$ cat src/rtl/mips_fetch_pkg.sv
// Shared types and constants for the MIPS instruction fetch stage.
package mips_fetch_pkg;

  typedef enum logic [1:0] {
    ST_IDLE  = 2'd0,
    ST_BUS   = 2'd1,
    ST_DRAIN = 2'd2
  } fetch_state_e;

  localparam logic [31:0] RESET_PC_DEF = 32'h0000_0000;
  localparam logic [15:0] EXC_HI_DEF   = 16'hBFC0;
  localparam logic [31:0] NOP          = 32'h0000_0000;

  typedef struct packed {
    logic        err;
    logic [31:0] pc;
    logic [31:0] instr;
  } fetch_entry_t;

  function automatic logic is_exc_pc(input logic [31:0] pc, input logic [15:0] exc_hi);
    return (pc[31:16] == exc_hi);
  endfunction

endpackage

$ cat src/rtl/mips_fetch_if.sv
// Wishbone classic read port between the fetch stage and the program memories.
interface mips_fetch_if #(
  parameter int unsigned WADDR = 13
);
  logic             cyc;
  logic             stb;
  logic             we;
  logic [3:0]       sel;
  logic [WADDR-1:0] adr;
  logic             exc;
  logic [31:0]      dat;
  logic             ack;
  logic             err;

  modport master (output cyc, stb, we, sel, adr, exc, input dat, ack, err);
  modport slave  (input cyc, stb, we, sel, adr, exc, output dat, ack, err);
endinterface

$ cat src/rtl/mips_fetch_fifo.sv
// Two-entry instruction buffer; entry 0 is the head and drives the decode outputs.
module mips_fetch_fifo
  import mips_fetch_pkg::*;
(
  input  logic         clk,
  input  logic         rst,
  input  logic         flush_i,
  input  logic         push_i,
  input  logic         pop_i,
  input  fetch_entry_t din_i,
  output fetch_entry_t head_o,
  output logic         full_o,
  output logic         empty_o
);

  fetch_entry_t ent0_q, ent0_d;
  fetch_entry_t ent1_q, ent1_d;
  logic [1:0]   count_q, count_d;
  logic         pop_ok_s;
  logic         push_ok_s;

  // Next-state for entries and occupancy; flush beats push and pop.
  always_comb begin
    ent0_d    = ent0_q;
    ent1_d    = ent1_q;
    count_d   = count_q;
    pop_ok_s  = pop_i & (count_q != 2'd0);
    push_ok_s = push_i & ((count_q != 2'd2) | pop_ok_s);
    if (flush_i) begin
      count_d = 2'd0;
    end else begin
      case ({push_ok_s, pop_ok_s})
        2'b10: begin
          if (count_q == 2'd0) begin
            ent0_d = din_i;
          end else begin
            ent1_d = din_i;
          end
          count_d = count_q + 2'd1;
        end
        2'b01: begin
          ent0_d  = ent1_q;
          count_d = count_q - 2'd1;
        end
        2'b11: begin
          if (count_q == 2'd1) begin
            ent0_d = din_i;
          end else begin
            ent0_d = ent1_q;
            ent1_d = din_i;
          end
        end
        default: count_d = count_q;
      endcase
    end
  end

  // Entry and occupancy registers.
  always_ff @(posedge clk) begin
    if (rst) begin
      ent0_q  <= '0;
      ent1_q  <= '0;
      count_q <= 2'd0;
    end else begin
      ent0_q  <= ent0_d;
      ent1_q  <= ent1_d;
      count_q <= count_d;
    end
  end

  assign head_o  = ent0_q;
  assign full_o  = (count_q == 2'd2);
  assign empty_o = (count_q == 2'd0);

endmodule

$ cat src/rtl/mips_fetch.sv
// Instruction fetch stage: sequential PC generation, one-at-a-time Wishbone reads,
// two-entry buffering towards decode and redirect/flush handling.
module mips_fetch
  import mips_fetch_pkg::*;
#(
  parameter int unsigned WADDR    = 13,
  parameter logic [31:0] RESET_PC = RESET_PC_DEF,
  parameter logic [15:0] EXC_HI   = EXC_HI_DEF
) (
  input  logic               clk,
  input  logic               rst,
  input  logic               redirect_i,
  input  logic [31:0]        redirect_pc_i,
  output logic               instr_valid_o,
  input  logic               instr_ready_i,
  output logic [31:0]        instr_o,
  output logic [31:0]        instr_pc_o,
  output logic               instr_err_o,
  mips_fetch_if.master       wb
);

  fetch_state_e     state_q, state_d;
  logic [31:0]      pc_q, pc_d;
  logic             stop_q, stop_d;
  logic             cyc_q, cyc_d;
  logic [WADDR-1:0] adr_q, adr_d;
  logic             exc_q, exc_d;

  logic             push_s;
  logic             pop_s;
  logic             flush_s;
  logic             bus_done_s;
  fetch_entry_t     push_entry_s;
  fetch_entry_t     head_s;
  logic             full_s;
  logic             empty_s;

  // FSM next-state, PC update, bus request and FIFO push.
  always_comb begin
    state_d            = state_q;
    pc_d               = pc_q;
    stop_d             = stop_q;
    cyc_d              = cyc_q;
    adr_d              = adr_q;
    exc_d              = exc_q;
    push_s             = 1'b0;
    push_entry_s.err   = 1'b0;
    push_entry_s.pc    = pc_q;
    push_entry_s.instr = NOP;
    bus_done_s         = wb.ack | wb.err;
    flush_s            = redirect_i;
    pop_s              = instr_ready_i & ~empty_s;

    case (state_q)
      ST_IDLE: begin
        if (redirect_i) begin
          pc_d   = redirect_pc_i;
          stop_d = 1'b0;
        end else if (!stop_q && !full_s) begin
          if (pc_q[1:0] == 2'b00) begin
            state_d = ST_BUS;
            cyc_d   = 1'b1;
            adr_d   = pc_q[WADDR+1:2];
            exc_d   = is_exc_pc(pc_q, EXC_HI);
          end else begin
            // Misaligned target: report it once and wait for a redirect.
            push_s           = 1'b1;
            push_entry_s.err = 1'b1;
            stop_d           = 1'b1;
          end
        end else begin
          state_d = ST_IDLE;
        end
      end
      ST_BUS: begin
        if (bus_done_s) begin
          state_d = ST_IDLE;
          cyc_d   = 1'b0;
          if (redirect_i) begin
            pc_d   = redirect_pc_i;
            stop_d = 1'b0;
          end else begin
            push_s             = 1'b1;
            push_entry_s.err   = wb.err;
            push_entry_s.instr = wb.err ? NOP : wb.dat;
            pc_d               = pc_q + 32'd4;
            stop_d             = wb.err;
          end
        end else if (redirect_i) begin
          state_d = ST_DRAIN;
          pc_d    = redirect_pc_i;
          stop_d  = 1'b0;
        end else begin
          state_d = ST_BUS;
        end
      end
      ST_DRAIN: begin
        if (redirect_i) begin
          pc_d   = redirect_pc_i;
          stop_d = 1'b0;
        end else begin
          pc_d = pc_q;
        end
        if (bus_done_s) begin
          state_d = ST_IDLE;
          cyc_d   = 1'b0;
        end else begin
          state_d = ST_DRAIN;
        end
      end
      default: begin
        state_d = ST_IDLE;
        cyc_d   = 1'b0;
      end
    endcase
  end

  // State, PC and bus-output registers.
  always_ff @(posedge clk) begin
    if (rst) begin
      state_q <= ST_IDLE;
      pc_q    <= RESET_PC;
      stop_q  <= 1'b0;
      cyc_q   <= 1'b0;
      adr_q   <= '0;
      exc_q   <= 1'b0;
    end else begin
      state_q <= state_d;
      pc_q    <= pc_d;
      stop_q  <= stop_d;
      cyc_q   <= cyc_d;
      adr_q   <= adr_d;
      exc_q   <= exc_d;
    end
  end

  mips_fetch_fifo u_fifo (
    .clk     (clk),
    .rst     (rst),
    .flush_i (flush_s),
    .push_i  (push_s),
    .pop_i   (pop_s),
    .din_i   (push_entry_s),
    .head_o  (head_s),
    .full_o  (full_s),
    .empty_o (empty_s)
  );

  assign instr_valid_o = ~empty_s;
  assign instr_o       = head_s.instr;
  assign instr_pc_o    = head_s.pc;
  assign instr_err_o   = head_s.err;

  assign wb.cyc = cyc_q;
  assign wb.stb = cyc_q;
  assign wb.we  = 1'b0;
  assign wb.sel = 4'hF;
  assign wb.adr = adr_q;
  assign wb.exc = exc_q;

endmodule

$ cat src/flat_wrapper.sv
// flat-port wrapper written by rule: the top's interface ports become plain ports
module mips_fetch_flat import mips_fetch_pkg::*;
#(
  parameter int unsigned WADDR    = 13,
  parameter logic [31:0] RESET_PC = RESET_PC_DEF,
  parameter logic [15:0] EXC_HI   = EXC_HI_DEF
)
  (clk, rst, redirect_i, redirect_pc_i, instr_valid_o, instr_ready_i, instr_o, instr_pc_o, instr_err_o, wb_cyc, wb_stb, wb_we, wb_sel, wb_adr, wb_exc, wb_dat, wb_ack, wb_err);
  mips_fetch_if #(.WADDR(WADDR)) wb_i ();
  input  logic clk;
  input  logic rst;
  input  logic redirect_i;
  input  logic [31:0] redirect_pc_i;
  output logic instr_valid_o;
  input  logic instr_ready_i;
  output logic [31:0] instr_o;
  output logic [31:0] instr_pc_o;
  output logic instr_err_o;
  output wire logic [$bits(wb_i.cyc)-1:0] wb_cyc;
  output wire logic [$bits(wb_i.stb)-1:0] wb_stb;
  output wire logic [$bits(wb_i.we)-1:0] wb_we;
  output wire logic [$bits(wb_i.sel)-1:0] wb_sel;
  output wire logic [$bits(wb_i.adr)-1:0] wb_adr;
  output wire logic [$bits(wb_i.exc)-1:0] wb_exc;
  input wire logic [$bits(wb_i.dat)-1:0] wb_dat;
  input wire logic [$bits(wb_i.ack)-1:0] wb_ack;
  input wire logic [$bits(wb_i.err)-1:0] wb_err;
  assign wb_cyc = wb_i.cyc;
  assign wb_stb = wb_i.stb;
  assign wb_we = wb_i.we;
  assign wb_sel = wb_i.sel;
  assign wb_adr = wb_i.adr;
  assign wb_exc = wb_i.exc;
  assign wb_i.dat = wb_dat;
  assign wb_i.ack = wb_ack;
  assign wb_i.err = wb_err;
  mips_fetch #(.WADDR(WADDR), .RESET_PC(RESET_PC), .EXC_HI(EXC_HI)) u_core (.clk(clk), .rst(rst), .redirect_i(redirect_i), .redirect_pc_i(redirect_pc_i), .instr_valid_o(instr_valid_o), .instr_ready_i(instr_ready_i), .instr_o(instr_o), .instr_pc_o(instr_pc_o), .instr_err_o(instr_err_o), .wb(wb_i));
endmodule
$ cat config.mk
export PLATFORM = sky130hd
export DESIGN_NAME = mips_fetch_flat
export DESIGN_NICKNAME = d
export VERILOG_FILES = /design/src/rtl/mips_fetch_pkg.sv /design/src/rtl/mips_fetch_if.sv /design/src/rtl/mips_fetch_fifo.sv /design/src/rtl/mips_fetch.sv /design/src/flat_wrapper.sv
export SDC_FILE = /design/constraint.sdc
export NUM_CORES = 1
export LEC_CHECK = 0
export BUFFER_PORTS_ARGS = -buffer_cell sky130_fd_sc_hd__buf_2
export CAP_MARGIN = 15
export CORE_MARGIN = 2
export CORE_UTILIZATION = 45
export DETAILED_ROUTE_END_ITERATION = 7
export MAX_ROUTING_LAYER = met4
export PLACE_DENSITY_LB_ADDON = 0.15
export SYNTH_ARGS = -nofsm -noshare
export SYNTH_HDL_FRONTEND = slang
export SYNTH_SLANG_ARGS = --single-unit
$ cat constraint.sdc
create_clock -name clk -period 3.2 [get_ports clk]
set_input_delay 0.32 -clock clk [delete_from_list [all_inputs] [get_ports clk]]
set_output_delay 0.32 -clock clk [all_outputs]
set_load 0.02 [all_outputs]
Word level (Yosys, flattened, before mapping). Cells that the tools add are included.

Bits in registers: 182. Input bits: 70. Output and inout bits: 87. Word-level logic and storage cells: 104.

Add/sub/neg operators: 3. Equal/unequal tests: 19. Mux-type cells: 41. Bitwise operators: 7. Reduce and logical (&&, ||, !) cells: 21.

Operator list (count): $mux 65 (4); $pmux 65 s3 (1); $mux 32 (6); $pmux 65 s2 (1); $pmux 32 s2 (1); $add 32x3->32 const B (1); $eq 16x16->1 const B (1); $mux 1 (16); $mux 2 (6); $reduce_and 4->1 (3); $eq 2x2->1 const B (4); $ne 2x1->1 const B (4); $ne 2x2->1 const B (4); $reduce_bool 2->1 (4); $eq 2x1->1 const B (3); $logic_not 2->1 (3); $ne 3x3->1 const B (2); $pmux 1 s2 (3); $pmux 2 s3 (1); $reduce_and 3->1 (2); $reduce_bool 3->1 (2); $reduce_or 2->1 (3); $pmux 2 s2 (1); $and 1x1->1 (3); 9 further kinds (12).

Longest topological paths before layout. Gate-level depths: netlist of the first run.

Word-level depth: 10. Mapped depth: 14. Depth with buffers taken out: 12.

By module. From an unflattened synthesis of the first run, not the netlist that was laid out.

Cells, all modules: 1101. Area, all modules: 8406.8 um^2.

Modules (own cells, without submodules): mips_fetch_fifo (times used 1, cells an instance 670, area an instance 5236.3 um^2, sequential area each 2642.5 um^2); mips_fetch (times used 1, cells an instance 431, area an instance 3170.5 um^2, sequential area each 1001.0 um^2).

Worst setup path before layout of the first run. OpenSTA, ideal clock, no wires.

Path kind: register to register. From: register u_core.u_fifo.count_q[0]. To: register u_core.u_fifo.ent0_q, in the netlist u_core.u_fifo.head_o[10]. Library setup time: 86 ps. Data arrival time: 2716 ps. Data required time: 3114 ps. Slack: 399 ps. Cell stages (with the launch flop): 15. Buffers on the path: 2. Clock period less this slack: 2801 ps. Cells stage by stage: dfxtp_1 > inv_1 > ha_1 > nor2b_1 > inv_1 > a221o_1 > inv_1 > ha_1 > nand2_1 > nand2_1 > and2_0 > clkbuf_1 > clkbuf_1 > a22oi_1 > a211oi_1.

Cells in the longest elaborated chain, start to end: 10. Elaborated cells on any way between the ends: 23. Classes of those cells: eq/ne: 7; mux: 5; bitwise: 5; reduce/logical: 6.

RTL lines: from (decl) (line mips_fetch_fifo.sv:18) `logic [1:0] count_q, count_d;`; from (signal assigned) (line mips_fetch_fifo.sv:67) `count_q <= count_d;`; $eq 2x2->1 (line mips_fetch_fifo.sv:72) `assign full_o = (count_q == 2'd2);`; $logic_not 1->1 (line mips_fetch.sv:59) `end else if (!stop_q && !full_s) begin`; $logic_and 1x1->1 (line mips_fetch.sv:59); $mux 1 (line mips_fetch.sv:59); $mux 1 (line mips_fetch.sv:56) `if (redirect_i) begin`; $pmux 1 s2 (line mips_fetch.sv:54) `case (state_q)`; $and 1x1->1 (line mips_fetch_fifo.sv:28) `push_ok_s = push_i & ((count_q != 2'd2) | pop_ok_s);`; $eq 2x2->1 / $eq 2x1->1 (equally long branches) (line mips_fetch_fifo.sv:32) `case ({push_ok_s, pop_ok_s})`; $ne 2x1->1 (no source line) / $reduce_bool 3->1 (equally long branches); $reduce_and 3->1 (no source line); to (signal assigned) (line mips_fetch_fifo.sv:65) `ent0_q <= ent0_d;`; to (decl) (line mips_fetch_fifo.sv:16) `fetch_entry_t ent0_q, ent0_d;`.

Several ways; a longest one is shown, not always the timed one. A chain may end at the register's enable or synchronous reset.

Worst setup path after layout of the first run.
From: register u_core.u_fifo.count_q[0]. To: register u_core.u_fifo.ent0_q, in the netlist u_core.u_fifo.head_o[0].

Same word-level chain as after synthesis.

==> results of run 1 <==
-- cell families after synthesis --
| family | after synthesis | share of synthesized area |
|---|---|---|
| mux | 24 | 0.0298 |
| flops | 182 | 0.445 |
| compound gates | 301 | 0.248 |
| buf+inv | 119 | 0.0610 |
| xor+xnor | 2 | 0.00214 |
| simple gates | 351 | 0.193 |
| other cells | 2 | 0.000917 |
| fa+ha+maj | 13 | 0.0199 |
-- layer usage --
layer | wire length [microns] | GRT usage | share of wire | up-vias
li1 | - | - | - | 3768
met4 | 495 | 0.0835 | 0.022 | 0
met1 | 10800 | 0.333 | 0.48 | 3478
met5 | 0 | - | 0 | -
met3 | 1100 | 0.0418 | 0.050 | 36
met2 | 9880 | 0.348 | 0.44 | 226
-- state kept, by name, summed over array words and instances (netlist names) --
signal                 cells
u_core.pc_q               32
u_core.state_q             2
u_core.wb.adr             13
u_core.u_fifo.count_q      2
u_core.u_fifo.head_o      65
u_core.wb.cyc              1
u_core.u_fifo.ent1_q      65
u_core.wb.exc              1
u_core.stop_q              1
-- worst max-delay path: stages, from the launching register on --
cell,delay [ns]
dfxtp_1,0.37
inv_1,0.07
ha_1,0.23
nor2b_1,0.25
inv_1,0.17
a221o_1,0.41
inv_1,0.09
ha_1,0.20
a21oi_1,0.11
nor2_4,0.11
buf_12,0.27
a22oi_1,0.15
a211oi_1,0.24
-- cell type report --
| class | instances | share of cell area |
|---|---|---|
| flip-flops and latches | 182 | 0.377 |
| inverters | 14 | 0.00544 |
| clock buffers | 18 | 0.0455 |
| clock inverters | 13 | 0.0174 |
| multi-input cells | 696 | 0.422 |
| well taps | 229 | 0.0297 |
| repair buffers | 172 | 0.102 |
-- cell usage in the layout (no fill, tap or decap), types with 3 or more instances in the layout --
cell type,count
conb_1,5
clkinv_2,3
or3_1,5
o21ai_0,14
inv_1,13
buf_2,150
buf_12,5
dfxtp_1,182
ha_1,13
and4_1,3
a21oi_1,90
o22ai_1,5
nor2_1,111
nor3_1,7
a211oi_1,73
or4_1,3
nor2b_1,6
and3_1,10
buf_4,15
a22oi_1,74
a31oi_1,9
nand3_1,51
inv_6,5
bufinv_16,3
a311oi_1,3
o221a_2,3
clkbuf_16,17
nand2_1,119
o211ai_1,3
mux2i_1,21
nand4_1,15
mux2_2,3
and2_1,5
nor4_1,5
-- power by group through the flow --
stage	Sequential, W	Clock (W)	Combinational, W
after floorplan	0.00276	0	0.000678
after global placement	0.00265	0	0.00118
after detailed placement	0.00265	0	0.00119
after CTS	0.00259	0.00222	0.00119
after global routing	0.00262	0.00233	0.00131
final	0.00259	0.00218	0.00119
-- worst paths after layout --
check / start / endpoint / slack [ns]
worst min-delay path: redirect_pc_i[25] / u_core.pc_q[25] / 0.11
worst max-delay path: u_core.u_fifo.count_q[0] / u_core.u_fifo.head_o[0] / 0.35
worst min register to register: u_core.u_fifo.ent1_q[29] / u_core.u_fifo.ent1_q[29] / 0.45
worst max register to register: u_core.u_fifo.count_q[0] / u_core.u_fifo.head_o[0] / 0.35
-- metrics by stage --
step | util | std cells
after floorplan | - | 997
after global placement | 0.505 | 1293
after detailed placement | 0.505 | 1293
after CTS | 0.539 | 1324
after global routing | 0.539 | 1324
final | 0.539 | 1324
==> out/results.ini, run 1 <==
[clock_network]
cts_root_buf=clkbuf_16
hold_buffers=0
cts-resized-gates=0
clk_latency_ns=0.43
tritoncts=built
cts_max_level=4
clock_sinks=182
cts_buffers=17
postCtsSetupBuffers=0
cts_max_path_buffers=2
clk_pin_slew_ns=0.07

[cells_and_area]
multi_input_area_sq_um=4080
fillers=1761
nets=1166
synthToLayoutAreaGrowth_pct=17.9
drive_gt1_frac=0.199
diodes=0
seq_area_sq_um=3640
post-route-cell-area_sq_um=9650

[timing]
finClkSkew_ns=0.0137
hold_viol=0
max-slew-margin-rel=0.525
max_clock_freq_mhz=351
tns_ns=0
slew_violations=0
setup_viol=0
post-route-min-period_ns=2.85
worstMarginPinSlew_ns=0.713
rsz0062_at_grt=false
fin_ws_ns=0.352
fin_crit_sh=0.890
fin_hold_ws_ns=0.112

[pwr]
power_frac_seq=0.435
p_int_w=0.00413
power.total_w=0.00596
leakagePower_nw=3.68
swShare=0.307
pwr-share-clk=0.366
ir_drop_v=0.000469
p_sw_w=0.00183
p_comb_frac=0.199
p_per_area_nw_per_um2=618

[place]
port_buffers=151
place_ws_ns=0.324
placed_cell_area_sq_um=9040
dpl.hpwl_microns=14300
place.gp.congestion=0.892

[job]
maxCapViolations=0

[synth]
syn_area_per_cell_sq_um=8.24
yosysTopAreaCell=dfxtp_1
synthArstFlopShare=0
synth_most_common_cell=dfxtp_1
synth-seq-area-share=0.445
synthesis.area_sq_um=8190
syn_inst=994
ys_warn_count=0
yosysTopAreaCellShare=0.445
synth_edf_count=0
yosys_most_used_dff=dfxtp_1
yosys-top-cells-count=dfxtp_1 (182), nand2_1 (119), nor2_1 (112)
synthTopCellsByArea=dfxtp_1 (44%), a211oi_1 (6.8%), a22oi_1 (6.8%)
synth-seq-cells=182
yosysUniqueCellTypes=64

[grt]
antenna_found_initial=0
grt_start_max_net_pins=90
gr-total-overflow=0
grt_pass1_wl_microns=36600
grt_usage=0.238
grt_pass1_vias=6853

[critical_path]
cp-end-kind=flop
crit_type=reg2reg
cp-start-kind=flop
rr_worst_depth=12
required_ns=3.54
crit_arrival_ns=3.19
path_max_fanout=65

[route]
wl_per_cell_microns=16.8
routed_via_density=5.67
first_pass_iters=5
drc=0
vias=7508
drt_wl_total_microns=22300
first_iter_violations=759
ant_nets=0

[floorplanning]
die_w_microns=139
die_h_microns=139
fp-row-count=49
start_util=0.457
ios=157
core_sq_um=17900
dieArea_sq_um=19300

[min_path]
hold_depth=3
min_path_type=in2reg

[outcome]
status=complete, no violations

Note: power is estimated with default switching activity, not from simulation.
==> run 2, diff against run 1 <==
--- a/config.mk
+++ b/config.mk
@@ -5,10 +5,11 @@
 export SDC_FILE = /design/constraint.sdc
 export NUM_CORES = 1
 export LEC_CHECK = 0
-export BUFFER_PORTS_ARGS = -buffer_cell sky130_fd_sc_hd__buf_2
+export BUFFER_PORTS_ARGS = -buffer_cell sky130_fd_sc_hd__buf_4
 export CAP_MARGIN = 15
 export CORE_MARGIN = 2
 export CORE_UTILIZATION = 45
+export CTS_CLUSTER_DIAMETER = 200
 export DETAILED_ROUTE_END_ITERATION = 7
 export MAX_ROUTING_LAYER = met4
 export PLACE_DENSITY_LB_ADDON = 0.15
==> run 2 against run 1 <==
Against the previous run: sequential cell count did not move; core utilization rose by 2.4 points; first-iteration DRC count fell by 11%; die area did not move; routed wire length rose by 0.53%; count of clock-buffer cells in the layout rose by 1; critical endpoint is now u_core.u_fifo.head_o[19]; via count rose by 1.1%.
==> out/results.ini, run 2 (synthesis results as in run 1) <==
[outcome]
status=complete, no violations

[grt]
grt_pass1_vias=6733
gr-total-overflow=0
grt_start_max_net_pins=94
grt_pass1_wl_microns=36300
antenna_found_initial=0
grt_usage=0.236

[route]
ant_nets=0
wl_per_cell_microns=16.8
drc=0
routed_via_density=5.71
drt_wl_total_microns=22400
first_iter_violations=674
first_pass_iters=5
vias=7591

[critical_path]
path_cells=inv_1 > ha_1 > nor2b_2 > inv_1 > a221o_1 > inv_1 > ha_1 > nand2_1 > nand2_1 > and2_1 > buf_6 > a22oi_1 > a211oi_1
required_ns=3.54
crit_slowest_cell=a221o_1
worst-path-buf-inv=4
crit_type=reg2reg
path_max_fanout=32
crit_arrival_ns=3.18
cp_common_cell=inv_1
cp-end-kind=flop
cp-start-kind=flop
slowest_delay_ns=0.41
critical-path-top-delay-family=compound AO/OA/AOI/OAI gates

[clock_network]
cts_max_level=4
cts_root_buf=clkbuf_16
cts_buffers=17
clock_sinks=182
clk_pin_slew_ns=0.07
clk_latency_ns=0.44
tritoncts=built
cts_max_path_buffers=2
hold_buffers=0

[floorplanning]
ios=157
die_h_microns=139
start_util=0.457
fp-row-count=49
die_w_microns=139
dieArea_sq_um=19300
core_sq_um=17900

[timing]
setup_viol=0
tns_ns=0
max-slew-margin-rel=0.599
rsz0062_at_grt=false
slew_violations=0
worstMarginPinSlew_ns=0.597
post-route-min-period_ns=2.84
finClkSkew_ns=0.0108
fin_crit_sh=0.888
max_clock_freq_mhz=352
hold_viol=0

[min_path]
min_path_type=in2reg

[cells_and_area]
post-route-cell-area_sq_um=10100
synthToLayoutAreaGrowth_pct=23.2
final_common_cell=dfxtp_1
fillers=1689
final_cells=1330
final_cell_mix=dfxtp_1 (182), buf_4 (170), nand2_1 (119)
diodes=0
drive_gt1_frac=0.204
nets=1171

[place]
dpl.hpwl_microns=14800
placed_cell_area_sq_um=9450
place.gp.congestion=0.879
port_buffers=151
dp.cells=1298

[job]
maxCapViolations=0

[pwr]
leakagePower_nw=3.77
ir_drop_v=0.000400
p_per_area_nw_per_um2=605

==> run 2: cell count changes in the layout (fill, tap and decap cells not counted), sizes merged <==
| cell | before | now |
|---|---|---|
| clkbuf | 18 | 19 |
| inv | 19 | 15 |
| clkinv | 4 | 8 |
| buf | 172 | 177 |
==> run 2: metal layers <==
layer	wire [microns]	GRT usage	vias to the layer above
met5	0	-	-
met4	419	0.0665	0
met3	1520	0.0445	40
met2	10000	0.342	262
met1	10500	0.336	3517
li1	-	-	3772
==> run 2: timing repair <==
action	in CTS	in global routing
setup buffers	0	0
hold endpoints to repair	0	0
gates resized for setup	0	3
endpoints found under the setup margin	0	64
==> run 2: power by group <==
part	internal (W)	total (W)	switching (W)	leakage [nW]
sequential	0.00245	0.00260	0.000151	1.48
clock	0.00128	0.00221	0.000931	0.306
combinational	0.000528	0.00129	0.000766	1.98
==> run 2: area by class of cell <==
| cell class | instances | area [sq um] | share of cell area |
|---|---|---|---|
| well taps | 229 | 287 | 0.0284 |
| multi-input cells | 696 | 4080 | 0.404 |
| clock buffers | 19 | 453 | 0.0449 |
| clock inverters | 13 | 173 | 0.0171 |
| repair buffers | 177 | 1400 | 0.139 |
| flip-flops and latches | 182 | 3640 | 0.361 |
| inverters | 14 | 52.6 | 0.00521 |
==> run 2: path summary, 6_finish.rpt <==
kind                             from                  endpoint  slack [ns]  cells past startpoint
max          u_core.u_fifo.count_q[0]  u_core.u_fifo.head_o[19]        0.36                     13
min                 redirect_pc_i[25]           u_core.pc_q[25]        0.10                      3
max reg2reg  u_core.u_fifo.count_q[0]  u_core.u_fifo.head_o[19]        0.36                     13
min reg2reg   u_core.u_fifo.ent1_q[1]   u_core.u_fifo.ent1_q[1]        0.45                      2
==> run 2: worst register-to-register path, cell delays in order, from the launching register on <==
cell      delay, ns
dfxtp_1        0.36
inv_1          0.07
ha_1           0.23
nor2b_2        0.20
inv_1          0.14
a221o_1        0.41
inv_1          0.10
ha_1           0.20
nand2_1        0.10
nand2_1        0.12
and2_1         0.15
buf_6          0.26
a22oi_1        0.12
a211oi_1       0.28
==> run 2: metrics by stage <==
step           hold WS (ns)  total power (W)  setup slack (ns)  utilization
2_1_floorplan         0.432          0.00344             0.399            -
3_3_place_gp          0.439          0.00393             0.380        0.528
6_report              0.103          0.00611             0.358        0.563
4_1_cts              0.0958          0.00615             0.203        0.563
5_1_grt               0.114          0.00639             0.111        0.563
3_5_place_dp          0.444          0.00395             0.226        0.528
